### config.mk
export PLATFORM = sky130hd
export DESIGN_NAME = cdb_arbiter
export DESIGN_NICKNAME = d
export VERILOG_FILES = /design/src/rtl/cdb_arbiter.sv
export SDC_FILE = /design/constraint.sdc
export NUM_CORES = 1
export LEC_CHECK = 0
export CAP_MARGIN = 15
export CORE_MARGIN = 5
export CORE_UTILIZATION = 55
export CTS_CLUSTER_DIAMETER = 100
export DETAILED_ROUTE_END_ITERATION = 10
export GPL_TIMING_DRIVEN = 0
export HOLD_SLACK_MARGIN = 0.03
export PLACE_DENSITY_LB_ADDON = 0.3
export SLEW_MARGIN = 25
export SYNTH_ARGS = -nofsm -noshare
export SYNTH_HDL_FRONTEND = slang
export SYNTH_SLANG_ARGS = --single-unit
### constraint.sdc
create_clock -name clk -period 6.53 [get_ports clk]
set_input_delay 1.306 -clock clk [delete_from_list [all_inputs] [get_ports clk]]
set_output_delay 1.306 -clock clk [all_outputs]
set_load 0.1 [all_outputs]
### src/rtl/cdb_arbiter.sv
// Common data bus arbiter: shares the registered ROB-update broadcast between ALU and SLB,
// each backed by a holding FIFO. Define CDB_ROUND_ROBIN_EN for round-robin grant (default: SLB priority).
module cdb_arbiter #(
  parameter int unsigned DATA_W     = 32,
  parameter int unsigned TAG_W      = 4,
  parameter int unsigned FIFO_DEPTH = 2
) (
  input  logic              clk,
  input  logic              rst,
  input  logic              rdy,
  input  logic              in_misbranch,
  input  logic [TAG_W-1:0]  in_alu_reorder,
  input  logic [DATA_W-1:0] in_alu_value,
  input  logic [TAG_W-1:0]  in_slb_reorder,
  input  logic [DATA_W-1:0] in_slb_value,
  output logic              out_alu_full,
  output logic              out_slb_full,
  output logic [TAG_W-1:0]  out_cdb_reorder,
  output logic [DATA_W-1:0] out_cdb_value
);

  localparam int unsigned PTR_W = (FIFO_DEPTH > 1) ? $clog2(FIFO_DEPTH) : 1;
  localparam int unsigned CNT_W = $clog2(FIFO_DEPTH) + 1;
  localparam int unsigned NSRC  = 2;
  localparam bit          SRC_ALU = 1'b0;
  localparam bit          SRC_SLB = 1'b1;
  localparam logic [TAG_W-1:0] ZERO_ROB_TAG = '0;

  // Holding FIFO storage, index 0 = ALU, 1 = SLB
  logic [TAG_W-1:0]  fifo_tag [NSRC][FIFO_DEPTH];
  logic [DATA_W-1:0] fifo_val [NSRC][FIFO_DEPTH];
  logic [PTR_W-1:0]  rd_ptr   [NSRC];
  logic [PTR_W-1:0]  wr_ptr   [NSRC];
  logic [CNT_W-1:0]  count    [NSRC];

  logic [TAG_W-1:0]  live_tag [NSRC];
  logic [DATA_W-1:0] live_val [NSRC];
  logic [TAG_W-1:0]  cand_tag [NSRC];
  logic [DATA_W-1:0] cand_val [NSRC];
  logic [NSRC-1:0]   live_valid;
  logic [NSRC-1:0]   fifo_empty;
  logic [NSRC-1:0]   fifo_full;
  logic [NSRC-1:0]   cand_valid;
  logic [NSRC-1:0]   win;
  logic [NSRC-1:0]   push;
  logic [NSRC-1:0]   push_ok;
  logic [NSRC-1:0]   pop;
  logic              grant_valid;
  logic              grant_slb;
  logic [TAG_W-1:0]  win_tag;
  logic [DATA_W-1:0] win_val;

`ifdef CDB_ROUND_ROBIN_EN
  logic rr_ptr;
`endif

  always_comb begin : live_inputs
    live_tag[SRC_ALU] = in_alu_reorder;
    live_val[SRC_ALU] = in_alu_value;
    live_tag[SRC_SLB] = in_slb_reorder;
    live_val[SRC_SLB] = in_slb_value;
  end

  // Per-source candidate: FIFO head has age priority over the live input
  always_comb begin : candidates
    for (int s = 0; s < NSRC; s++) begin
      fifo_empty[s] = (count[s] == '0);
      fifo_full[s]  = (count[s] == CNT_W'(FIFO_DEPTH));
      live_valid[s] = (live_tag[s] != ZERO_ROB_TAG);
      cand_valid[s] = !fifo_empty[s] || live_valid[s];
      cand_tag[s]   = fifo_empty[s] ? live_tag[s] : fifo_tag[s][rd_ptr[s]];
      cand_val[s]   = fifo_empty[s] ? live_val[s] : fifo_val[s][rd_ptr[s]];
    end
  end

  always_comb begin : grant
    grant_valid = |cand_valid;
`ifdef CDB_ROUND_ROBIN_EN
    grant_slb   = (&cand_valid) ? rr_ptr : cand_valid[SRC_SLB];
`else
    grant_slb   = cand_valid[SRC_SLB];
`endif
    win[SRC_ALU] = grant_valid && !grant_slb;
    win[SRC_SLB] = grant_valid && grant_slb;
    win_tag      = grant_slb ? cand_tag[SRC_SLB] : cand_tag[SRC_ALU];
    win_val      = grant_slb ? cand_val[SRC_SLB] : cand_val[SRC_ALU];
    for (int s = 0; s < NSRC; s++) begin
      pop[s]     = win[s] && !fifo_empty[s];
      // A live result is queued unless it went straight onto the bus
      push[s]    = live_valid[s] && !(win[s] && fifo_empty[s]);
      push_ok[s] = push[s] && (!fifo_full[s] || pop[s]);
    end
  end

  always_ff @(posedge clk) begin : control_regs
    if (rst) begin
      out_cdb_reorder <= '0;
      out_cdb_value   <= '0;
      for (int s = 0; s < NSRC; s++) begin
        rd_ptr[s] <= '0;
        wr_ptr[s] <= '0;
        count[s]  <= '0;
      end
    end else if (rdy) begin
      if (in_misbranch) begin
        out_cdb_reorder <= '0;
        for (int s = 0; s < NSRC; s++) begin
          rd_ptr[s] <= '0;
          wr_ptr[s] <= '0;
          count[s]  <= '0;
        end
      end else begin
        out_cdb_reorder <= grant_valid ? win_tag : ZERO_ROB_TAG;
        if (grant_valid) begin
          out_cdb_value <= win_val;
        end
        for (int s = 0; s < NSRC; s++) begin
          if (push_ok[s]) wr_ptr[s] <= wr_ptr[s] + PTR_W'(1);
          if (pop[s])     rd_ptr[s] <= rd_ptr[s] + PTR_W'(1);
          if (push_ok[s] && !pop[s]) begin
            count[s] <= count[s] + CNT_W'(1);
          end else if (!push_ok[s] && pop[s]) begin
            count[s] <= count[s] - CNT_W'(1);
          end
        end
      end
    end
  end

  always_ff @(posedge clk) begin : fifo_storage
    if (!rst && rdy && !in_misbranch) begin
      for (int s = 0; s < NSRC; s++) begin
        if (push_ok[s]) begin
          fifo_tag[s][wr_ptr[s]] <= live_tag[s];
          fifo_val[s][wr_ptr[s]] <= live_val[s];
        end
      end
    end
  end

`ifdef CDB_ROUND_ROBIN_EN
  // Pointer names the source favoured on the next contested cycle
  always_ff @(posedge clk) begin : rr_reg
    if (rst) begin
      rr_ptr <= SRC_ALU;
    end else if (rdy && !in_misbranch && (&cand_valid)) begin
      rr_ptr <= !grant_slb;
    end
  end
`endif

  always_ff @(posedge clk) begin : overflow_check
    if (!rst && rdy && !in_misbranch) begin
      assert ((push & ~push_ok) == '0)
        else $error("cdb_arbiter: push into full holding FIFO, entry dropped");
    end
  end

  // One-entry margin covers a producer result already in flight
  assign out_alu_full = (count[SRC_ALU] >= CNT_W'(FIFO_DEPTH - 1));
  assign out_slb_full = (count[SRC_SLB] >= CNT_W'(FIFO_DEPTH - 1));

endmodule

# After elaboration in Yosys (flattened, before gate mapping)

Memory sizes are Yosys's and may differ from the RTL's.
Cells that the tools add are included.
W data, S select, Z words.

$lt $le $gt $ge: 8
Reductions and logical operators: 41
Bitwise operators: 19
Equality and inequality tests: 2
$add $sub $neg: 8
Mux-type cells: 96

Operators by type and width:

| kind                  | count |
|---|---|
| $mux W32              | 11 |
| $mux W64              | 2 |
| $demux W32 S1         | 2 |
| $mux W1               | 58 |
| $mux W4               | 13 |
| $logic_and A1 B1 Y1   | 18 |
| $mux W8               | 2 |
| $or A1 B1 Y1          | 14 |
| $logic_not A1 Y1      | 13 |
| $mux W2               | 6 |
| $demux W4 S1          | 2 |
| $ge A2 B2 Y1 const B  | 4 |
| $not A1 Y2            | 4 |
| $reduce_bool A4 Y1    | 2 |
| $add A1 B1 Y1 const B | 4 |
| $add A2 B1 Y2 const B | 2 |
| $eq A2 B2 Y1 const B  | 2 |
| $ge A2 B1 Y1 const B  | 2 |
| $logic_not A2 Y1      | 2 |
| $logic_or A1 B1 Y1    | 4 |
| $lt A2 B1 Y1 const B  | 2 |
| $sub A2 B1 Y2 const B | 2 |
| $reduce_and A3 Y1     | 1 |
| $reduce_or A2 Y1      | 1 |
| $not A1 Y1            | 1 |

Logic and storage cells: 181
Memory bits (writable): 152
Register bits after elaboration: 36
Memories: 5

Memory list:

| memory   | depth | width | rd ports | clocked after memory_dff | write ports | line | source |
|---|---|---|---|---|---|---|---|
| fifo_val | 2     | 64    | 2        | 0                        | 2           | 31   | `logic [DATA_W-1:0] fifo_val [NSRC][FIFO_DEPTH];` |
| fifo_tag | 2     | 8     | 2        | 0                        | 2           | 30   | `logic [TAG_W-1:0] fifo_tag [NSRC][FIFO_DEPTH];` |
| count    | 2     | 2     | 2        | 0                        | 2           | 34   | `logic [CNT_W-1:0] count [NSRC];` |
| rd_ptr   | 2     | 1     | 2        | 0                        | 2           | 32   | `logic [PTR_W-1:0] rd_ptr [NSRC];` |
| wr_ptr   | 2     | 1     | 2        | 0                        | 2           | 33   | `logic [PTR_W-1:0] wr_ptr [NSRC];` |

# Longest topological paths before layout

Gate-level depths: netlist (run 1).

Depth in word-level cells: 18
Mapped depth: 8

# Worst setup path before layout (run 1)

No wires, ideal clock.

Path kind: input port to flip-flop
Start: input port in_misbranch
End: memory fifo_tag[0][12] (netlist name), enable pin
Library setup time: 0.519 ns
Stages: 3
Slack: 0.529 ns
Arrival: 5.482 ns
Buffers on the path: 1
Cells stage by stage: or3b_2 > clkbuf_1 > nor4_1

RTL lines:

| what            | line | source |
|---|---|---|
| start, declared | 11   | `input logic in_misbranch,` |
| end, declared   | 30   |  |

==> results of run 1 <==
==> worst min-delay path by stage <==
stage	startpoint	end	cells after the start
detailed placement	out_cdb_reorder[3]$_SDFFE_PP0P_	out_cdb_reorder[3]$_SDFFE_PP0P_	2
finish	out_cdb_reorder[3]$_SDFFE_PP0P_	out_cdb_reorder[3]$_SDFFE_PP0P_	2
floorplan	count[0][0]$_SDFFCE_PN0P_	count[0][0]$_SDFFCE_PN0P_	1
CTS	out_cdb_reorder[3]$_SDFFE_PP0P_	out_cdb_reorder[3]$_SDFFE_PP0P_	2
global placement	out_cdb_reorder[0]$_SDFFE_PP0P_	out_cdb_reorder[0]$_SDFFE_PP0P_	2
global route	out_cdb_reorder[0]$_SDFFE_PP0P_	out_cdb_reorder[0]$_SDFFE_PP0P_	2
==> cells by family (layout without fill, tap and decap cells) <==
family,after synthesis,in the layout,share of synthesized area
fa+ha+maj,5,5,0.00726
compound gates,220,220,0.217
buf+inv,97,251,0.0489
simple gates,151,151,0.104
mux,8,8,0.00929
flops,188,188,0.613
==> metrics by stage <==
step | TNS (ns) | total power [mW] | hold WS, ns | instance area (µm²)
finish | 0 | 2.81 | 0.462 | 10700
global route | 0 | 2.89 | 0.505 | 10700
CTS | 0 | 2.81 | 0.469 | 10700
detailed placement | 0 | 1.81 | 0.454 | 10100
global placement | -86.51 | 1.80 | 0.453 | 10000
floorplan | 0 | 1.65 | 0.531 | 8620
==> registers in the layout, summed over array words and instances, names as in the netlist <==
register	flops
fifo_val	128
out_cdb_value	32
fifo_tag	16
count	4
out_cdb_reorder	4
rd_ptr	2
wr_ptr	2
==> area by class of cell <==
class	count	area, µm²	share of cell area
Inverter	40	150	0.0140
Tap cell	211	264	0.0246
Buffer	57	272	0.0253
Sequential cell	188	5290	0.493
Clock buffer	19	433	0.0404
Timing Repair Buffer	122	1240	0.116
Multi-Input combinational cell	384	2940	0.274
Clock inverter	13	144	0.0134
==> worst register-to-register path: cells and delay by family (launching register included) <==
| family | cells | cell delay [ns] |
|---|---|---|
| flip-flops | 1 | 0.34 |
| AND/OR/NAND/NOR | 1 | 0.76 |
| buffers and inverters | 6 | 1.40 |
| adder cells (fa/ha/maj) | 1 | 0.25 |
==> where the power goes <==
part	total, mW	internal, mW	leakage (nW)	switching, mW
logic	0.448	0.147	1.86	0.302
clock network	1.02	0.566	0.275	0.453
registers	1.35	1.33	1.68	0.0166
==> layout by cell type (no fill, tap or decap), types with 27 or more instances in the layout <==
master,n
edfxtp_1,152
clkdlybuf4s50_1,113
nor2b_1,97
o21ai_0,42
inv_1,40
clkbuf_1,40
dfxtp_1,36
a211oi_1,34
a21oi_1,32
a211o_1,32
o41ai_2,32
a221oi_1,27
==> metal layers <==
layer  GRT usage  part of all wire
met2       0.421              0.49
met5           0                 0
met4       0.104             0.023
met3      0.0613             0.088
met1       0.317              0.40
==> results.toml, run 1 <==
[synthesis]
synth.net_count = 750
syn_area_um2 = 8620
synth-main-ff-cell = "edfxtp_1"
synth_edf_count = 152
yosys.cell_types.count = 35
netlist_top_cells_count = "152 x edfxtp_1, 97 x nor2b_1, 42 x o21ai_0"
avgSynthCellArea_um2 = 12.9
async_reset_ff_frac = 0
synth_seq_area_share = 0.613
yosys.area.top_type = "edfxtp_1"
synth.ff_latch_count = 188
yosysWarnings = 0
synth_top_area_share = 0.530
ys_top_cells_by_area = "edfxtp_1 53%, dfxtp_1 8.4%, nor2b_1 7.0%"
synth.most_common_cell = "edfxtp_1"
synth_cells = 669

[place]
routabilityCongestion = 0.936
dp.final_hpwl_um = 15800
numPortBuffers = 113
dp.cells = 1002
dp_slack_ns = 2.02

[timing]
setup-violations-final = 0
worst_pin_slew_ns = 0.998
finalCritPeriodShare = 0.623
fin_ws_ns = 2.46
maxSlewHeadroom = 0.332
skew_ns = 0.00611
timing.final.crit_period_ns = 4.07
slew_violations = 0
clock.fmax_mhz = 246
hold_viol = 0
grt_setup_unrepaired = "no"

[run_status]
status = "completed"

[global_route]
grt.overflow.total = 0
grt_pass1_wl_um = 35200
grt_max_degree = 24
antenna_found_initial = 0
grt_pass1_vias = 6668
track_usage = 0.252

[critical_path]
cp_slowest_cell = "or4_1"
crit_path_end = "fifo_val[0][25]$_DFFE_PP_"
cp_slowest_stage_delay_ns = 0.62
crit_start = "in_slb_reorder[3]"
r2r_end = "fifo_val[0][125]$_DFFE_PP_"
path_cells = "clkdlybuf4s50_1 > or4_1 > buf_2 > buf_6 > nor3_2 > o211ai_1 > nor2_4 > buf_16"
crit_fanout = 20
crit_type = "in -> reg"
worstPathRequired_ns = 6.68
crit_buf_inv = 4
arrival_ns = 4.22
r2r_slack_ns = 3.49
startpoint_type = "primary input"
critical-path-top-delay-family = "simple AND/OR/NAND/NOR gates"
endpoint_kind = "register"
rr_startpoint = "count[1][0]$_DFFE_PP_"
ff2ff_path_depth = 8
crit_cells = 8

[route]
viasPerCell = 6.21
drc = 0
via_count = 6420
drt_iter0_drc = 768
drt_pre_antenna_iters = 5
ant_nets = 0
avgRoutedWirePerCell_um = 21.8
drt-total-wl_um = 22600

[cells_and_area]
final_nets = 891
final_cells = 1034
drive_above_1_share = 0.132
fill_cells = 1055
fin_util = 0.700
num_antenna_cells = 0
area.growth.synth_to_final_pct = 24.4

[cts]
clockBufferDepth = 2
ctsRootBufferMaster = "clkbuf_16"
clk_latency_ns = 0.45
cts_setup_buffers = 0
cts_repair_resize_count = 0
tritoncts = "done"
clk_pin_slew_ns = 0.06
cts_buffers = 17
holdBufCountCts = 0
htree_levels = 4
clock_sinks = 188

[pwr]
ir_worst_vdd_v = 0.000213
powerDensity_nw_per_um2 = 262
p_leak_nw = 3.82

[floorplan]
core_area_um2 = 15300
die_x_um = 135
num_io_pins = 114
die_h_um = 135
initial_core_util = 0.563
die_area_um2 = 18300
fp-row-count = 45

[worst_hold_path]
hold_path_class = "reg -> reg"

[run]
maxCapViolCount = 0
Power figures use the tool's default switching activity.
==> run 2, diff against run 1 <==
--- a/config.mk
+++ b/config.mk
@@ -7,7 +7,7 @@
 export LEC_CHECK = 0
 export CAP_MARGIN = 15
 export CORE_MARGIN = 5
-export CORE_UTILIZATION = 55
+export CORE_UTILIZATION = 50
 export CTS_CLUSTER_DIAMETER = 100
 export DETAILED_ROUTE_END_ITERATION = 10
 export GPL_TIMING_DRIVEN = 0
==> constraint.sdc (replaced) <==
create_clock -name clk -period 3.4 [get_ports clk]
set_input_delay 0.68 -clock clk [delete_from_list [all_inputs] [get_ports clk]]
set_output_delay 0.68 -clock clk [all_outputs]
set_load 0.1 [all_outputs]
==> run 2 against run 1 <==
Compared with the run above: total power up 98%; worst hold slack better by 0.015 ns; first-iteration DRC count down 13%; register-to-register slack worse by 2.9 ns; utilization down 6.7 points; highest routed layer unchanged; combinational power up 92%; non-clock buffer count unchanged; setup slack worse by 2.2 ns; critical endpoint is now fifo_val[0][27]$_DFFE_PP_; routed wire length down 0.46%; clock skew down 0.00089 ns; count of clock-buffer cells in the layout down 1; sequential power up 92%; critical path type unchanged.
==> results.toml, run 2 (synthesized netlist as in run 1, its figures left out) <==
[run_status]
status = "completed"

[run]
maxCapViolCount = 0

[route]
drt_pre_antenna_iters = 5
avgRoutedWirePerCell_um = 21.5
drt_iter0_drc = 668
viasPerCell = 5.97
drt-total-wl_um = 22500
ant_nets = 0
drc = 0
via_count = 6260

[critical_path]
arrival_ns = 3.28
endpoint_kind = "register"
r2r_end = "fifo_val[0][27]$_DFFE_PP_"
crit_fanout = 20
ff2ff_path_depth = 8
crit_start = "in_slb_reorder[3]"
rr_startpoint = "count[0][0]$_SDFFCE_PN0P_"
startpoint_type = "primary input"
crit_type = "in -> reg"
r2r_slack_ns = 0.56
worstPathRequired_ns = 3.54

[global_route]
antenna_found_initial = 0
track_usage = 0.228
grt_pass1_vias = 6380
grt_pass1_wl_um = 34800
grt_max_degree = 25
grt.overflow.total = 0

[timing]
finalCritPeriodShare = 0.925
setup-violations-final = 0
skew_ns = 0.00522
grt_setup_unrepaired = "no"
clock.fmax_mhz = 318
slew_violations = 0
worst_pin_slew_ns = 1.02
timing.final.crit_period_ns = 3.15
hold_viol = 0
maxSlewHeadroom = 0.320

[cts]
cts_repair_resize_count = 0
clockBufferDepth = 2
clk_latency_ns = 0.43
tritoncts = "done"
holdBufCountCts = 0
cts_buffers = 17
clock_sinks = 188
clk_pin_slew_ns = 0.06
htree_levels = 4
cts_setup_buffers = 2
ctsRootBufferMaster = "clkbuf_16"

[pwr]
p_leak_nw = 3.86
powerDensity_nw_per_um2 = 514
totalPowerFinal_mw = 5.57
ir_worst_vdd_v = 0.000394

[cells_and_area]
area.growth.synth_to_final_pct = 25.8
fin_util = 0.633
final_common_cell = "edfxtp_1"
largest_register_ffs = 128
final_cells = 1048
final_nets = 891
num_antenna_cells = 0
drive_above_1_share = 0.134
final_cell_mix = "152 x edfxtp_1, 113 x clkdlybuf4s50_1, 97 x nor2b_1, 42 x o21ai_0, 40 x inv_1"

[floorplan]
die_x_um = 141
num_io_pins = 114
core_area_um2 = 17100
die_h_um = 141
initial_core_util = 0.504
fp-row-count = 48
die_area_um2 = 20000

[worst_hold_path]
worstHoldStart = "out_cdb_reorder[3]$_SDFFE_PP0P_"
holdPathEnd = "out_cdb_reorder[3]$_SDFFE_PP0P_"
holdPathStages = 2
hold_path_class = "reg -> reg"

[place]
dp.final_hpwl_um = 15700
routabilityCongestion = 0.853
dp.cells = 1014
numPortBuffers = 113
run 2: worst max path at each step:
stage,to,slack [ns],cells after the start
6_report,fifo_val[0][27]$_DFFE_PP_,0.25,8
5_1_grt,fifo_val[0][27]$_DFFE_PP_,0.26,8
4_1_cts,fifo_val[0][27]$_DFFE_PP_,0.31,8
3_5_place_dp,fifo_val[0][61]$_DFFE_PP_,-0.51,8
3_3_place_gp,fifo_val[0][62]$_DFFE_PP_,-2.17,7
2_1_floorplan,fifo_tag[0][0]$_DFFE_PP_,-0.36,6
run 2: routing by layer:
layer / part of all wire / track usage
met3: 0.073 / 0.0351
met5: 0 / 0
met4: 0.024 / 0.0892
met1: 0.40 / 0.298
met2: 0.50 / 0.386
run 2: where the power goes:
part           internal, mW  switching (mW)  leakage [nW]
clock                  1.25           0.866         0.309
sequential             2.55          0.0331          1.68
combinational         0.285           0.577          1.86
run 2: area by class of cell:
type | instances | area [µm²]
clock buffers | 18 | 439
plain buffers | 57 | 272
multi-input cells | 384 | 2940
flip-flops and latches | 188 | 5290
well taps | 225 | 282
inverters | 40 | 150
clock inverters | 14 | 190
fillers | 1318 | 6270
repair buffers | 122 | 1280
run 2: critical path, stage by stage:
cell	delay, ns
clkdlybuf4s50_1	0.57
or4_1	0.63
buf_2	0.21
buf_6	0.17
nor3_2	0.22
o211ai_1	0.28
nor2_4	0.28
buf_16	0.20
run 2: metrics by stage:
step	hold WS, ns	setup slack, ns	TNS, ns	area [µm²]
global placement	0.454	-2.17	-212.54	10000
floorplan	0.531	-0.362	-26.08	8630
global route	0.505	0.258	0	10800
detailed placement	0.471	-0.506	-29.70	10200
CTS	0.482	0.309	0	10800
finish	0.477	0.255	0	10800
